### src/rtl/uart_pkg.sv
// Shared types and baud-rate helpers for the UART byte receiver.
// Build option: UART_RX_PARITY_EN adds an even-parity bit after the data bits.
package uart_pkg;

  typedef enum logic [2:0] {
    StIdle  = 3'd0,
    StStart = 3'd1,
    StData  = 3'd2,
`ifdef UART_RX_PARITY_EN
    StPar   = 3'd3,
`endif
    StStop  = 3'd4
  } rx_state_e;

  // Clock cycles per serial bit, truncated.
  function automatic int unsigned calc_div(input int unsigned clk_hz, input int unsigned baud);
    return clk_hz / baud;
  endfunction

  // Cycles from the start-bit edge to its mid-point, truncated.
  function automatic int unsigned calc_half(input int unsigned clk_hz, input int unsigned baud);
    return calc_div(clk_hz, baud) / 2;
  endfunction

endpackage

### src/rtl/uart_rx_byte_if.sv
// Serial line in, received byte and status pulses out.
interface uart_rx_byte_if;
  logic       rx;
  logic [7:0] data;
  logic       data_vld;
  logic       frame_err;
  logic       busy;

  modport slave (
    input  rx,
    output data,
    output data_vld,
    output frame_err,
    output busy
  );

  modport master (
    output rx,
    input  data,
    input  data_vld,
    input  frame_err,
    input  busy
  );
endinterface

### src/rtl/rx_sync.sv
// Two-flop synchronizer for an asynchronous single-bit input.
module rx_sync #(
  parameter bit ResetVal = 1'b1
) (
  input  logic clk_i,
  input  logic rst_i,
  input  logic d_i,
  output logic q_o
);

  logic [1:0] sync_q, sync_d;

  always_comb begin
    sync_d = {sync_q[0], d_i};
  end

  always_ff @(posedge clk_i or posedge rst_i) begin
    if (rst_i) begin
      sync_q <= {2{ResetVal}};
    end else begin
      sync_q <= sync_d;
    end
  end

  assign q_o = sync_q[1];

endmodule

### src/rtl/uart_rx_byte.sv
// UART byte receiver, 8N1 by default; define UART_RX_PARITY_EN for 8E1 with parity checking.
// Samples each bit at its mid-point and returns to idle at the stop-bit mid-point.
module uart_rx_byte
  import uart_pkg::*;
#(
  parameter int unsigned CLK_HZ = 50_000_000,
  parameter int unsigned BAUD   = 115_200
) (
  input  logic           sys_clk,
  input  logic           rst,
  uart_rx_byte_if.slave  bus
);

  localparam int unsigned DIV      = calc_div(CLK_HZ, BAUD);
  localparam int unsigned HALF     = calc_half(CLK_HZ, BAUD);
  localparam int unsigned CntW     = (DIV > 1) ? $clog2(DIV) : 1;
  localparam int unsigned DivLast  = (DIV > 0) ? DIV - 1 : 0;
  localparam int unsigned HalfLast = (HALF > 0) ? HALF - 1 : 0;

  logic            rxs;
  logic            rxs_prev_q, rxs_prev_d;
  rx_state_e       state_q, state_d;
  logic [CntW-1:0] cnt_q, cnt_d;
  logic [2:0]      bit_idx_q, bit_idx_d;
  logic [7:0]      shift_q, shift_d;
  logic [7:0]      data_q, data_d;
  logic            data_vld_q, data_vld_d;
  logic            frame_err_q, frame_err_d;
  logic            stop_ok;
`ifdef UART_RX_PARITY_EN
  logic            par_err_q, par_err_d;
`endif

  rx_sync #(
    .ResetVal (1'b1)
  ) u_rx_sync (
    .clk_i (sys_clk),
    .rst_i (rst),
    .d_i   (bus.rx),
    .q_o   (rxs)
  );

`ifdef UART_RX_PARITY_EN
  assign stop_ok = rxs & ~par_err_q;
`else
  assign stop_ok = rxs;
`endif

  always_comb begin
    state_d     = state_q;
    cnt_d       = cnt_q;
    bit_idx_d   = bit_idx_q;
    shift_d     = shift_q;
    data_d      = data_q;
    data_vld_d  = 1'b0;
    frame_err_d = 1'b0;
    rxs_prev_d  = rxs;
`ifdef UART_RX_PARITY_EN
    par_err_d   = par_err_q;
`endif

    case (state_q)
      StIdle: begin
        if (rxs_prev_q && !rxs) begin
          state_d = StStart;
          cnt_d   = '0;
        end
      end

      StStart: begin
        if (cnt_q == CntW'(HalfLast)) begin
          cnt_d = '0;
          // A start bit that is high again at its mid-point was only a glitch.
          if (rxs) begin
            state_d = StIdle;
          end else begin
            state_d   = StData;
            bit_idx_d = '0;
          end
        end else begin
          cnt_d = cnt_q + CntW'(1);
        end
      end

      StData: begin
        if (cnt_q == CntW'(DivLast)) begin
          cnt_d     = '0;
          shift_d   = {rxs, shift_q[7:1]};
          bit_idx_d = bit_idx_q + 3'd1;
          if (bit_idx_q == 3'd7) begin
`ifdef UART_RX_PARITY_EN
            state_d = StPar;
`else
            state_d = StStop;
`endif
          end
        end else begin
          cnt_d = cnt_q + CntW'(1);
        end
      end

`ifdef UART_RX_PARITY_EN
      StPar: begin
        if (cnt_q == CntW'(DivLast)) begin
          cnt_d     = '0;
          par_err_d = rxs ^ (^shift_q);
          state_d   = StStop;
        end else begin
          cnt_d = cnt_q + CntW'(1);
        end
      end
`endif

      StStop: begin
        if (cnt_q == CntW'(DivLast)) begin
          cnt_d   = '0;
          state_d = StIdle;
          if (stop_ok) begin
            data_d     = shift_q;
            data_vld_d = 1'b1;
          end else begin
            frame_err_d = 1'b1;
          end
        end else begin
          cnt_d = cnt_q + CntW'(1);
        end
      end

      default: begin
        state_d = StIdle;
        cnt_d   = '0;
      end
    endcase
  end

  always_ff @(posedge sys_clk or posedge rst) begin
    if (rst) begin
      state_q     <= StIdle;
      cnt_q       <= '0;
      bit_idx_q   <= '0;
      shift_q     <= '0;
      data_q      <= '0;
      data_vld_q  <= 1'b0;
      frame_err_q <= 1'b0;
      rxs_prev_q  <= 1'b1;
`ifdef UART_RX_PARITY_EN
      par_err_q   <= 1'b0;
`endif
    end else begin
      state_q     <= state_d;
      cnt_q       <= cnt_d;
      bit_idx_q   <= bit_idx_d;
      shift_q     <= shift_d;
      data_q      <= data_d;
      data_vld_q  <= data_vld_d;
      frame_err_q <= frame_err_d;
      rxs_prev_q  <= rxs_prev_d;
`ifdef UART_RX_PARITY_EN
      par_err_q   <= par_err_d;
`endif
    end
  end

  assign bus.data      = data_q;
  assign bus.data_vld  = data_vld_q;
  assign bus.frame_err = frame_err_q;
  assign bus.busy      = (state_q != StIdle);

endmodule
### src/flat_wrapper.sv
// flat-port wrapper written by rule: the top's interface ports become plain ports
module uart_rx_byte_flat import uart_pkg::*;
#(
  parameter int unsigned CLK_HZ = 50_000_000,
  parameter int unsigned BAUD   = 115_200
)
  (sys_clk, rst, bus_rx, bus_data, bus_data_vld, bus_frame_err, bus_busy);
  uart_rx_byte_if bus_i ();
  input  logic sys_clk;
  input  logic rst;
  input wire logic [$bits(bus_i.rx)-1:0] bus_rx;
  output wire logic [$bits(bus_i.data)-1:0] bus_data;
  output wire logic [$bits(bus_i.data_vld)-1:0] bus_data_vld;
  output wire logic [$bits(bus_i.frame_err)-1:0] bus_frame_err;
  output wire logic [$bits(bus_i.busy)-1:0] bus_busy;
  assign bus_i.rx = bus_rx;
  assign bus_data = bus_i.data;
  assign bus_data_vld = bus_i.data_vld;
  assign bus_frame_err = bus_i.frame_err;
  assign bus_busy = bus_i.busy;
  uart_rx_byte #(.CLK_HZ(CLK_HZ), .BAUD(BAUD)) u_core (.sys_clk(sys_clk), .rst(rst), .bus(bus_i));
endmodule
### config.mk
export PLATFORM = sky130hd
export DESIGN_NAME = uart_rx_byte_flat
export DESIGN_NICKNAME = d
export VERILOG_FILES = /design/src/rtl/uart_pkg.sv /design/src/rtl/uart_rx_byte_if.sv /design/src/rtl/rx_sync.sv /design/src/rtl/uart_rx_byte.sv /design/src/flat_wrapper.sv
export SDC_FILE = /design/constraint.sdc
export NUM_CORES = 1
export LEC_CHECK = 0
export BUFFER_PORTS_ARGS = -buffer_cell sky130_fd_sc_hd__buf_4
export CAP_MARGIN = 20
export CORE_ASPECT_RATIO = 0.75
export CORE_MARGIN = 5
export CORE_UTILIZATION = 52
export DETAILED_ROUTE_END_ITERATION = 7
export GPL_TIMING_DRIVEN = 0
export PLACE_DENSITY = 0.74
export SYNTH_ARGS = -nofsm -noshare
export SYNTH_HDL_FRONTEND = slang
export SYNTH_SLANG_ARGS = --single-unit
### constraint.sdc
create_clock -name sys_clk -period 1.9 [get_ports sys_clk]
set_input_delay 0.475 -clock sys_clk [delete_from_list [all_inputs] [get_ports sys_clk]]
set_output_delay 0.475 -clock sys_clk [all_outputs]
set_load 0.005 [all_outputs]
Word level (Yosys, flattened, before mapping)

Cells that the tools add are included.

Bits in registers: 36
Input bits: 3

$add $sub $neg: 2
Eq/ne operators: 12
Multiplexer cells: 21
Reductions and logical operators: 10

Operators with widths:

| operator                                               | number |
|---|---|
| two-way mux 9 bit                                      | 3 |
| case mux 9 bit (3 select lines)                        | 1 |
| two-way mux 3 bit                                      | 8 |
| case mux 3 bit (4 select lines)                        | 1 |
| inequality test 2 x 1 -> 1 bit (second input constant) | 5 |
| adder 9 x 1 -> 9 bit (second input constant)           | 1 |
| equality test 9 x 8 -> 1 bit (second input constant)   | 1 |
| equality test 9 bit (second input constant)            | 1 |
| equality test 3 bit (second input constant)            | 2 |
| two-way mux 1 bit                                      | 6 |
| case mux 3 bit (2 select lines)                        | 1 |
| AND reduction 5 bit                                    | 1 |
| AND reduction 4 bit                                    | 1 |
| adder 3 x 1 -> 3 bit (second input constant)           | 1 |
| equality test 3 x 1 -> 1 bit (second input constant)   | 1 |
| equality test 3 x 2 -> 1 bit (second input constant)   | 1 |
| zero test 3 bit                                        | 1 |
| AND reduction 3 bit                                    | 1 |
| nonzero test 3 bit                                     | 1 |
| two-way mux 2 bit                                      | 1 |
| inequality test 2 bit (second input constant)          | 1 |
| AND reduction 2 bit                                    | 1 |
| nonzero test 2 bit                                     | 1 |
| OR reduction 2 bit                                     | 1 |
| other kinds (2)                                        | 2 |

Depth between registers and ports, before layout

Gate-level depths: netlist of the first run.

Word-level depth: 4
Depth in mapped cells: 8
Depth with buffers taken out: 7

Modules after synthesis

Synthesis of the first run repeated with hierarchy kept, for this count alone.

Cells, all modules: 151
Area, all modules: 1760.4 µm²

Modules (own cells, without submodules):

| module       | instances | cells each | area each (µm²) |
|---|---|---|---|
| uart_rx_byte | 1         | 148        | 1704.1 |
| rx_sync      | 1         | 3          | 56.3 |

Worst setup path after synthesis of the first run

OpenSTA, ideal clock, no wires.

Kind: flip-flop to flip-flop
Start point: register u_core.cnt_q[0]
End point: register u_core.cnt_q[3]
Setup time: 0.080 ns
Arrival time: 1.691 ns
Data required time: 1.820 ns
Path slack: 0.129 ns
Stages on the path, launching flop included: 8
Buffers on the path: 0
Period minus slack after synthesis: 1.771 ns
Path through: dfrtp_1 inv_1 ha_1 and4bb_2 a2111oi_4 a31oi_2 or3_1 o211ai_2

Longest elaborated chain between the ends: 3

Ends and longest elaborated chain:

| element                                            | RTL line                                                    | RTL |
|---|---|---|
| start: declaration                                 | uart_rx_byte.sv:23                                          | `logic [CntW-1:0] cnt_q, cnt_d;` |
| start signal: assignment                           | uart_rx_byte.sv:151                                         | `cnt_q <= cnt_d;` |
| adder 9 x 1 -> 9 bit, or another cell as far along | uart_rx_byte.sv:81, uart_rx_byte.sv:98, uart_rx_byte.sv:125 |  |
| two-way mux 9 bit (on tied branches)               | uart_rx_byte.sv:86, uart_rx_byte.sv:115, uart_rx_byte.sv:71 |  |
| case mux 9 bit (3 select lines) (*)                | uart_rx_byte.sv:62                                          | `case (state_q)` |

Every way passes the cells marked *; elsewhere a longest branch is shown, timed or not.
A chain may end at the register's enable or synchronous reset.

Worst setup path after layout of the first run

Start point: register u_core.cnt_q[1]
End point: register u_core.cnt_q[2]

The elaborated chain is that of the path after synthesis.

==> results of run 1 <==
[metrics by stage]
step | power (mW) | util [%]
after floorplan | 1.10 | -
after global placement | 1.15 | 57.9
after detailed placement | 1.18 | 58.8
after CTS | 1.72 | 62.3
after global routing | 1.87 | 65.3
final | 1.77 | 65.3
[cell usage in the layout (no fill, tap or decap), drive strengths merged]
| master | netlist | final |
|---|---|---|
| a22o | 3 | 3 |
| nor4 | 2 | 2 |
| mux2 | 17 | 17 |
| nand4 | 2 | 2 |
| o21ai | 6 | 6 |
| nand3b | 1 | 1 |
| dfrtp | 33 | 33 |
| a21o | 3 | 3 |
| buf | 7 | 28 |
| inv | 7 | 7 |
| and2 | 1 | 1 |
| nand2 | 10 | 10 |
| xnor2 | 1 | 1 |
| a2111oi | 2 | 2 |
| dfstp | 3 | 3 |
| and4bb | 2 | 2 |
| mux2i | 1 | 1 |
| a31oi | 1 | 1 |
| nand3 | 4 | 4 |
| clkbuf | 0 | 9 |
| a211o | 1 | 1 |
| or3 | 2 | 2 |
| ha | 5 | 5 |
| o31ai | 1 | 1 |
| and2b | 1 | 1 |
| o21bai | 3 | 3 |
| and3 | 5 | 5 |
| a21oi | 3 | 3 |
| and4 | 1 | 1 |
| nand4b | 1 | 1 |
| nor3b | 2 | 2 |
| o211ai | 1 | 1 |
| nor3 | 1 | 1 |
| and4b | 1 | 1 |
| nor2 | 6 | 6 |
[critical path: stages, from the launching register on]
cell       delay (ns)
dfrtp_1          0.40
inv_2            0.07
ha_4             0.15
and4bb_2         0.25
a2111oi_4        0.41
a31oi_4          0.11
buf_6            0.17
nor3b_2          0.17
a21o_1           0.10
[flip-flops by register name (all words and copies together), names as in the netlist]
signal                   flops
u_core.rxs_prev_q            1
u_core.bus.data              8
u_core.cnt_q                 9
u_core.bit_idx_q             3
u_core.bus.frame_err         1
u_core.shift_q               8
u_core.u_rx_sync.sync_q      2
u_core.state_q               3
u_core.bus.data_vld          1
[cell type report]
class / count / area (um^2) / share of cell area (%)
inverters: 7 / 26.3 / 1.24
repair buffers: 22 / 200 / 9.46
flip-flops and latches: 36 / 905 / 42.7
clock buffers: 8 / 90.1 / 4.26
plain buffers: 7 / 75.1 / 3.55
well taps: 40 / 50.0 / 2.36
multi-input cells: 90 / 771 / 36.4
[how the worst min path moves through the flow]
stage	to	slack, ns	cells past startpoint	start
2_1_floorplan	u_core.u_rx_sync.sync_q[1]	0.35	0	u_core.u_rx_sync.sync_q[0]
3_3_place_gp	u_core.u_rx_sync.sync_q[1]	0.35	0	u_core.u_rx_sync.sync_q[0]
3_5_place_dp	u_core.u_rx_sync.sync_q[1]	0.35	0	u_core.u_rx_sync.sync_q[0]
4_1_cts	u_core.bus.data_vld	0.28	2	rst
5_1_grt	u_core.u_rx_sync.sync_q[0]	0.29	1	bus_rx
6_report	u_core.bus.data_vld	0.26	2	rst
[cells by family (layout without fill, tap and decap cells)]
| family | after synthesis | in the layout |
|---|---|---|
| simple gates | 42 | 42 |
| flops | 36 | 36 |
| compound gates | 24 | 24 |
| mux | 18 | 18 |
| buf+inv | 14 | 44 |
| fa+ha+maj | 5 | 5 |
| xor+xnor | 1 | 1 |
[power by group through the flow]
stage | registers (mW) | clock network, mW | logic [mW]
global route | 0.933 | 0.577 | 0.365
detailed placement | 0.931 | 0 | 0.245
finish | 0.923 | 0.529 | 0.321
CTS | 0.913 | 0.541 | 0.270
global placement | 0.925 | 0 | 0.225
floorplan | 0.908 | 0 | 0.195
[per-layer routing]
layer	track usage (%)	share of wire (%)	vias up
li1	-	-	562
met1	18.8	47	554
met2	24.3	48	27
met3	4.22	4.6	2
met4	3.74	0.40	0
met5	0	0	-
[timing repair]
action	in CTS	in global routing
endpoints found under the setup margin	3	12
gates cloned	0	2
pin swaps	0	10
buffers inserted	2	4
resized for setup	1	8
==> results.py, run 1 <==
metrics = {
    "outcome": {
        "outcome": "completed",
    },
    "clock_tree": {
        "cts_hold_buf": 0,
        "htreeDepth": 2,
        "cts_buffers": 5,
        "clk_latency_ns": 0.28,
        "cts_root_buffer": "clkbuf_8",
        "clkSinkCount": 36,
        "clk_path_buf_depth": 2,
        "path_clk_slew_ns": 0.07,
        "cts_tree": "yes",
    },
    "placement": {
        "hpwlAfterDp_um": 2260,
        "dp_cells": 194,
        "placed_cell_area_um2": 1910,
        "port_buffers": 13,
        "pre_cts_ws_ns": -0.0253,
        "gp_congestion": 0.847,
    },
    "layout": {
        "fillers": 263,
        "drive_gt1_share_pct": 42.4,
        "final_net_count": 177,
        "fin_area_um2": 2120,
        "final_cells": 210,
        "areaGrowthSynthToFinish_pct": 22.3,
        "antenna_cells": 0,
    },
    "detailed_routing": {
        "dr.pass1.iters": 4,
        "wirelength_um": 3210,
        "post_drt_wl_per_cell_um": 15.3,
        "dr.first_iter.drc_count": 53,
        "drc_errors": 0,
        "avgViaCountPerCell": 5.45,
        "vias": 1145,
        "ant_nets": 0,
    },
    "timing": {
        "period_needed_ns": 1.88,
        "fin_crit_sh_pct": 99.1,
        "hold_slack_ns": 0.256,
        "drv_slew": 0,
        "rsz0062_at_grt": "true",
        "fin_setup_tns_ns": 0,
        "worst_slew_margin_rel_pct": 62.3,
        "fmax_mhz": 531,
        "tightest_slew_ns": 0.565,
        "finalHoldViolCount": 0,
        "fin_ws_ns": 0.0162,
        "fin_worst_skew_ns": 0.00392,
        "setup_viol": 0,
    },
    "global_routing": {
        "grt_overflow": 0,
        "track_usage_pct": 14.5,
        "grt_max_degree": 25,
        "grt_pass1_wl_um": 5280,
        "first_global_vias": 1162,
        "antenna_found_initial": 0,
    },
    "floorplan": {
        "start_util_pct": 53.4,
        "die_w_um": 76.6,
        "core_area_um2": 3240,
        "ios": 14,
        "rows": 18,
        "die_height_um": 60.0,
        "die_area_um2": 4600,
    },
    "synthesis": {
        "yosys.area_share.simple_pct": 15.1,
        "synth_top_area_cell": "dfrtp_1",
        "avgSynthCellArea_um2": 12.4,
        "synth_top_family_by_area": "simple AND/OR/NAND/NOR gates",
        "muxShareOfSynthArea_pct": 11.6,
        "synth_cell_types": 38,
        "async_flop_share_pct": 100,
        "synth-xor-area-share_pct": 0.506,
        "synthTopCellsByArea": "dfrtp_1 (48%), mux2_2 (11%), dfstp_2 (4.6%)",
        "synth-seq-cells": 36,
        "synth-main-ff-cell": "dfrtp_1",
        "seq_area_frac_synth_pct": 52.2,
        "synth_edf_count": 0,
        "synth-compound-area-share_pct": 11.3,
        "synthesis.nets": 148,
        "syn_inst": 140,
        "netlist.area_leader.share_pct": 47.7,
        "synthTopCellsByCount": "dfrtp_1 (33), mux2_2 (17), nand2_1 (10), inv_1 (7)",
        "synth_adder_area_share_pct": 3.61,
        "yosysMostFrequentCell": "dfrtp_1",
        "syn-cell-area_um2": 1730,
        "yosys_warnings": 0,
    },
    "power_and_ir_drop": {
        "cellLeakagePower_nw": 1.03,
        "seq_power_share_pct": 52.0,
        "p_sw_share_pct": 26.7,
        "ir_worst_vdd_v": 0.000533,
        "internal_power_mw": 1.30,
        "p_sw_mw": 0.474,
        "powerDensity_nw_per_um2": 838,
        "p_comb_share_pct": 18.1,
        "clkPwrFrac_pct": 29.8,
    },
    "setup_path": {
        "worst-r2r-cell-count": 8,
        "r2r_setup_slack_ns": 0.02,
        "crit_start": "u_core.cnt_q[1]",
        "end_kind": "flop",
        "crit_fanout": 6,
        "critical_path_class": "reg -> reg",
        "cp-endpoint": "u_core.cnt_q[2]",
        "arrival_ns": 2.10,
        "required_ns": 2.12,
        "r2r_end": "u_core.cnt_q[2]",
        "startpoint_type": "flop",
        "r2r-start": "u_core.cnt_q[1]",
    },
    "job": {
        "maxCapViolations": 0,
    },
    "hold_path": {
        "hold_class": "in -> async",
    },
}
No activity file was read; power rests on OpenSTA's default activity.
==> run 2: changes to the inputs <==
CORE_UTILIZATION = 53   (was 52)
PLACE_DENSITY = 0.75   (was 0.74)
SYNTH_HIERARCHICAL = 1   (was not set)
==> run 2 against run 1 <==
Clock skew about the same. Flip-flop and latch count unchanged. Power increased by 32%. First-iteration DRC count increased by 140%. Critical endpoint is now bus_busy.
==> results.py, run 2 <==
metrics = {
    "detailed_routing": {
        "ant_nets": 0,
        "wirelength_um": 3660,
        "m1WireLength_um": 1630,
        "dr.pass1.iters": 4,
        "drc_errors": 0,
        "post_drt_wl_per_cell_um": 16.4,
        "wl_met2_um": 1780,
        "dr.first_iter.drc_count": 126,
        "wl_met3_um": 226,
        "avgViaCountPerCell": 5.87,
        "vias": 1310,
        "routed.top_layer": "met4",
    },
    "placement": {
        "pre_cts_ws_ns": -0.107,
        "placed_cell_area_um2": 1920,
        "gp_congestion": 0.842,
        "port_buffers": 13,
        "hpwlAfterDp_um": 2420,
        "dp_cells": 205,
    },
    "clock_tree": {
        "clk_latency_ns": 0.28,
        "clkSinkCount": 36,
        "cts_buffers": 5,
        "htreeDepth": 2,
        "path_clk_slew_ns": 0.07,
        "cts_root_buffer": "clkbuf_8",
        "cts_hold_buf": 0,
        "cts_tree": "yes",
        "clk_path_buf_depth": 2,
    },
    "timing": {
        "fin_ws_ns": 0.0457,
        "fmax_mhz": 539,
        "tightest_slew_ns": 0.759,
        "finalHoldViolCount": 0,
        "hold_slack_ns": 0.220,
        "rsz0062_at_grt": "true",
        "fin_setup_tns_ns": 0,
        "period_needed_ns": 1.85,
        "setup_viol": 0,
        "worst_slew_margin_rel_pct": 49.3,
        "drv_slew": 0,
        "fin_worst_skew_ns": 0.00343,
        "fin_crit_sh_pct": 97.6,
    },
    "setup_path": {
        "path_buf_inv": 2,
        "end_kind": "primary output",
        "critPathSlowestCell": "or3_4",
        "r2r_setup_slack_ns": 0.05,
        "crit_family": "simple AND/OR/NAND/NOR gates",
        "crit_path_max_incr_delay_ns": 0.42,
        "critical_path_class": "reg -> out",
        "startpoint_type": "flop",
        "crit_fanout": 10,
        "required_ns": 1.42,
        "path_cells": "buf_6, or3_4, buf_4",
        "arrival_ns": 1.38,
    },
    "floorplan": {
        "rows": 18,
        "die_height_um": 59.9,
        "start_util_pct": 54.3,
        "die_area_um2": 4590,
        "ios": 14,
        "die_w_um": 76.6,
        "core_area_um2": 3240,
    },
    "synthesis": {
        "netlist.area_leader.share_pct": 46.9,
        "synthTopCellsByArea": "dfrtp_1 (47%), mux2_2 (11%), dfstp_2 (4.5%)",
        "synth-main-ff-cell": "dfrtp_1",
        "synth_edf_count": 0,
        "synth_cell_types": 43,
        "synth_top_area_cell": "dfrtp_1",
        "synth-seq-cells": 36,
        "yosys_warnings": 6,
        "syn-cell-area_um2": 1760,
        "seq_area_frac_synth_pct": 51.4,
        "syn_inst": 151,
        "avgSynthCellArea_um2": 11.7,
        "async_flop_share_pct": 100,
        "synthTopCellsByCount": "dfrtp_1 (33), mux2_2 (17), nand2_1 (11), nor2_1 (11), o21ai_0 (9)",
        "synthesis.nets": 159,
        "yosysMostFrequentCell": "dfrtp_1",
    },
    "power_and_ir_drop": {
        "power_mw": 2.34,
        "ir_worst_vdd_v": 0.000669,
        "powerDensity_nw_per_um2": 1070,
        "cellLeakagePower_nw": 1.02,
    },
    "layout": {
        "fin_util_pct": 67.9,
        "largest_reg_flops": 9,
        "areaGrowthSynthToFinish_pct": 25.0,
        "antenna_cells": 0,
        "fin_area_um2": 2200,
        "layout_commonest_cell": "dfrtp_1",
        "layout_common_cells": "dfrtp_1 (32), buf_4 (22), mux2_2 (17)",
        "final_net_count": 190,
        "drive_gt1_share_pct": 42.6,
        "regMostFlops": "u_core/cnt_q",
        "final_cells": 223,
    },
    "global_routing": {
        "antenna_found_initial": 0,
        "first_global_vias": 1267,
        "grt_pass1_wl_um": 5960,
        "track_usage_pct": 16.6,
        "grt_max_degree": 20,
        "grt_overflow": 0,
    },
    "hold_path": {
        "hold_class": "in -> async",
    },
    "job": {
        "maxCapViolations": 0,
    },
    "outcome": {
        "outcome": "completed",
    },
}
==> run 2: per-layer routing <==
| metal | up-vias | track usage (%) |
|---|---|---|
| met3 | 2 | 5.27 |
| met5 | - | 0 |
| met1 | 660 | 22.1 |
| met4 | 0 | 6.23 |
| li1 | 609 | - |
| met2 | 39 | 25.7 |
==> run 2: area by class of cell <==
type | count | area [um^2]
multi-input combinational | 103 | 882
sequential | 36 | 906
fill | 224 | 1040
buffer | 5 | 37.5
timing repair buffer | 24 | 191
inverter | 7 | 26.3
tap | 40 | 50.0
clock inverter | 2 | 35.0
clock buffer | 6 | 72.6
==> run 2: kinds of logic after synthesis <==
| logic type | after synthesis | share of synthesized area, % |
|---|---|---|
| XOR/XNOR | 2 | 0.995 |
| multiplexers | 18 | 11.5 |
| AO/OA/AOI/OAI | 28 | 13.1 |
| adder cells (fa/ha/maj) | 5 | 3.55 |
| flip-flops | 36 | 51.4 |
| AND/OR/NAND/NOR | 50 | 16.4 |
| buffers and inverters | 12 | 3.06 |
==> run 2: final timing paths <==
kind,from,to,cells after the start
setup / recovery,u_core/state_q[0],bus_busy,3
setup reg to reg,u_core/cnt_q[0],u_core/cnt_q[1],6
min in group sys_clk,bus_rx,u_core/u_rx_sync/sync_q[0],1
hold / removal,rst,u_core/u_rx_sync/sync_q[1],2
hold reg to reg,u_core/u_rx_sync/sync_q[0],u_core/u_rx_sync/sync_q[1],0
max in group asynchronous,rst,u_core/state_q[1],3
==> run 2: where the power goes <==
part,switching [mW],internal [mW],total (mW)
Combinational,0.442,0.377,0.819
Clock,0.266,0.389,0.655
Sequential,0.0478,0.823,0.871
==> run 2: what timing repair did <==
item | CTS | global route
pin swaps | 2 | 4
hold endpoints to repair | 0 | 0
endpoints found under the setup margin | 24 | 29
setup buffers | 7 | 3
resized for setup | 13 | 14
==> run 3: changes to the inputs <==
PLACE_DENSITY = not set   (was 0.75)
PLACE_DENSITY_LB_ADDON = 0.25   (was not set)
==> run 3 against run 2 <==
Clock power hardly changed. Final cell count decreased by 1.3%. Sequential share of layout area up 1.1 points. Flip-flop and latch count unchanged. Register-to-register slack about the same. Count of clock-buffer cells in the layout fell by 1. Sequential power decreased by 0.9%. Critical path depth unchanged. Routed wire length is 1.3% lower. Worst setup slack got worse by 0.012 ns. Clock skew rose by 0.0025 ns. Via count is 0.99% lower. Largest cell class unchanged.
==> results.py, run 3 (synthesis results as in run 2) <==
metrics = {
    "timing": {
        "fin_setup_tns_ns": 0,
        "rsz0062_at_grt": "true",
        "tightest_slew_ns": 0.761,
        "hold_slack_ns": 0.225,
        "finalHoldViolCount": 0,
        "fmax_mhz": 536,
        "setup_viol": 0,
        "fin_crit_sh_pct": 98.2,
        "worst_slew_margin_rel_pct": 49.2,
        "drv_slew": 0,
        "period_needed_ns": 1.87,
        "fin_worst_skew_ns": 0.00591,
    },
    "clock_tree": {
        "htreeDepth": 2,
        "cts_tree": "yes",
        "clkSinkCount": 36,
        "clk_path_buf_depth": 2,
        "clk_latency_ns": 0.28,
        "cts_buffers": 5,
        "cts_root_buffer": "clkbuf_8",
        "path_clk_slew_ns": 0.07,
    },
    "layout": {
        "seqCellArea_um2": 906,
        "fillers": 235,
        "regMostFlops": "u_core/cnt_q",
        "layout_commonest_cell": "dfrtp_1",
        "drive_gt1_share_pct": 39.4,
        "fin_util_pct": 66.2,
        "areaGrowthSynthToFinish_pct": 21.9,
        "final_net_count": 187,
        "layout_common_cells": "dfrtp_1 (32), buf_4 (20), mux2_2 (17)",
        "multi_input_area_um2": 843,
        "antenna_cells": 0,
        "largest_reg_flops": 9,
        "final_cells": 220,
    },
    "setup_path": {
        "path_cells": "buf_2, or3_4, buf_4",
        "required_ns": 1.42,
        "crit_fanout": 10,
        "worst-r2r-cell-count": 6,
        "crit_path_max_incr_delay_ns": 0.42,
        "r2r_end": "u_core/cnt_q[1]",
        "arrival_ns": 1.39,
        "r2r_setup_slack_ns": 0.05,
        "startpoint_type": "flop",
        "r2r-start": "u_core/state_q[2]",
        "critical_path_class": "reg -> out",
        "end_kind": "primary output",
        "critPathSlowestCell": "or3_4",
    },
    "power_and_ir_drop": {
        "ir_worst_vdd_v": 0.000669,
        "seq_power_share_pct": 38.4,
        "p_sw_share_pct": 31.9,
        "powerDensity_nw_per_um2": 1050,
        "cellLeakagePower_nw": 0.988,
        "p_comb_share_pct": 32.5,
        "internal_power_mw": 1.53,
        "p_sw_mw": 0.719,
        "clkPwrFrac_pct": 29.2,
    },
    "placement": {
        "hpwlAfterDp_um": 2470,
        "port_buffers": 13,
        "gp_congestion": 0.846,
        "dp_cells": 205,
    },
    "floorplan": {
        "ios": 14,
        "rows": 18,
        "die_height_um": 59.9,
        "start_util_pct": 54.3,
        "die_w_um": 76.6,
        "core_area_um2": 3240,
        "die_area_um2": 4590,
    },
    "outcome": {
        "outcome": "completed",
    },
    "detailed_routing": {
        "drc_errors": 0,
        "m1WireLength_um": 1570,
        "wl_met3_um": 199,
        "ant_nets": 0,
        "dr.pass1.iters": 4,
        "vias": 1297,
        "wl_met2_um": 1830,
        "dr.first_iter.drc_count": 117,
        "wirelength_um": 3610,
        "avgViaCountPerCell": 5.90,
        "routed.top_layer": "met4",
        "post_drt_wl_per_cell_um": 16.4,
    },
    "global_routing": {
        "grt_overflow": 0,
        "track_usage_pct": 17.2,
        "antenna_found_initial": 0,
        "grt_max_degree": 19,
        "grt_pass1_wl_um": 6150,
        "first_global_vias": 1344,
    },
    "hold_path": {
        "hold_class": "in -> async",
    },
    "job": {
        "maxCapViolations": 0,
    },
}
run 3: cell types whose count changed in the layout (fill, tap and decap cells not counted), moves of 2 or more:
cell     before  now
o21ai_0       5    9
buf_6         3    1
o21ai_2       2    0
o21ai_1       2    0
buf_4        22   20
run 3: final cells by class:
| cell class | count | share of cell area (%) |
|---|---|---|
| multi-input combinational | 103 | 39.3 |
| tap | 40 | 2.33 |
| clock buffer | 5 | 3.21 |
| clock inverter | 3 | 1.98 |
| buffer | 5 | 1.46 |
| sequential | 36 | 42.2 |
| timing repair buffer | 21 | 8.28 |
| inverter | 7 | 1.22 |
run 3: critical path, delay by kind of cell (launching register included):
kind	cells	cell delay, ns
simple gates	1	0.42
buf+inv	2	0.34
flops	1	0.36
run 3: worst max-delay path by stage:
stage | endpoint | start | cells past startpoint
6_report | bus_busy | u_core/state_q[0] | 3
3_5_place_dp | u_core/cnt_q[3] | u_core/cnt_q[0] | 6
2_1_floorplan | u_core/state_q[1] | u_core/cnt_q[0] | 6
5_1_grt | u_core/cnt_q[1] | u_core/state_q[2] | 6
3_3_place_gp | u_core/cnt_q[3] | u_core/cnt_q[0] | 6
4_1_cts | u_core/state_q[1] | u_core/cnt_q[0] | 6
run 3: metal layers:
layer  global-route usage, %  up-vias
met5                       0        -
met3                    4.52        4
li1                        -      600
met2                    30.0       35
met1                    20.7      658
met4                    6.48        0
run 3: per-stage QoR:
stage,cell area (um^2),setup WS (ns),power (mW)
after floorplan,1760,0.0417,1.31
after global placement,1910,-0.0810,1.43
after detailed placement,1940,-0.116,1.46
after CTS,2100,-0.00152,2.19
after global routing,2150,-0.0476,2.37
final,2150,0.0335,2.25
run 3: what timing repair did:
action	CTS	global route
gates cloned	0	0
hold buffers	0	0
gates resized for setup	5	7
buffers inserted	5	2
hold endpoints to repair	0	0
setup endpoints to repair	23	27
pin swaps	2	2
run 3: power groups by stage:
stage	clock network (mW)	logic, mW	registers, mW
2_1_floorplan	0	0.438	0.875
3_3_place_gp	0	0.546	0.885
3_5_place_dp	0	0.573	0.888
4_1_cts	0.671	0.660	0.862
5_1_grt	0.710	0.786	0.868
6_report	0.656	0.731	0.863
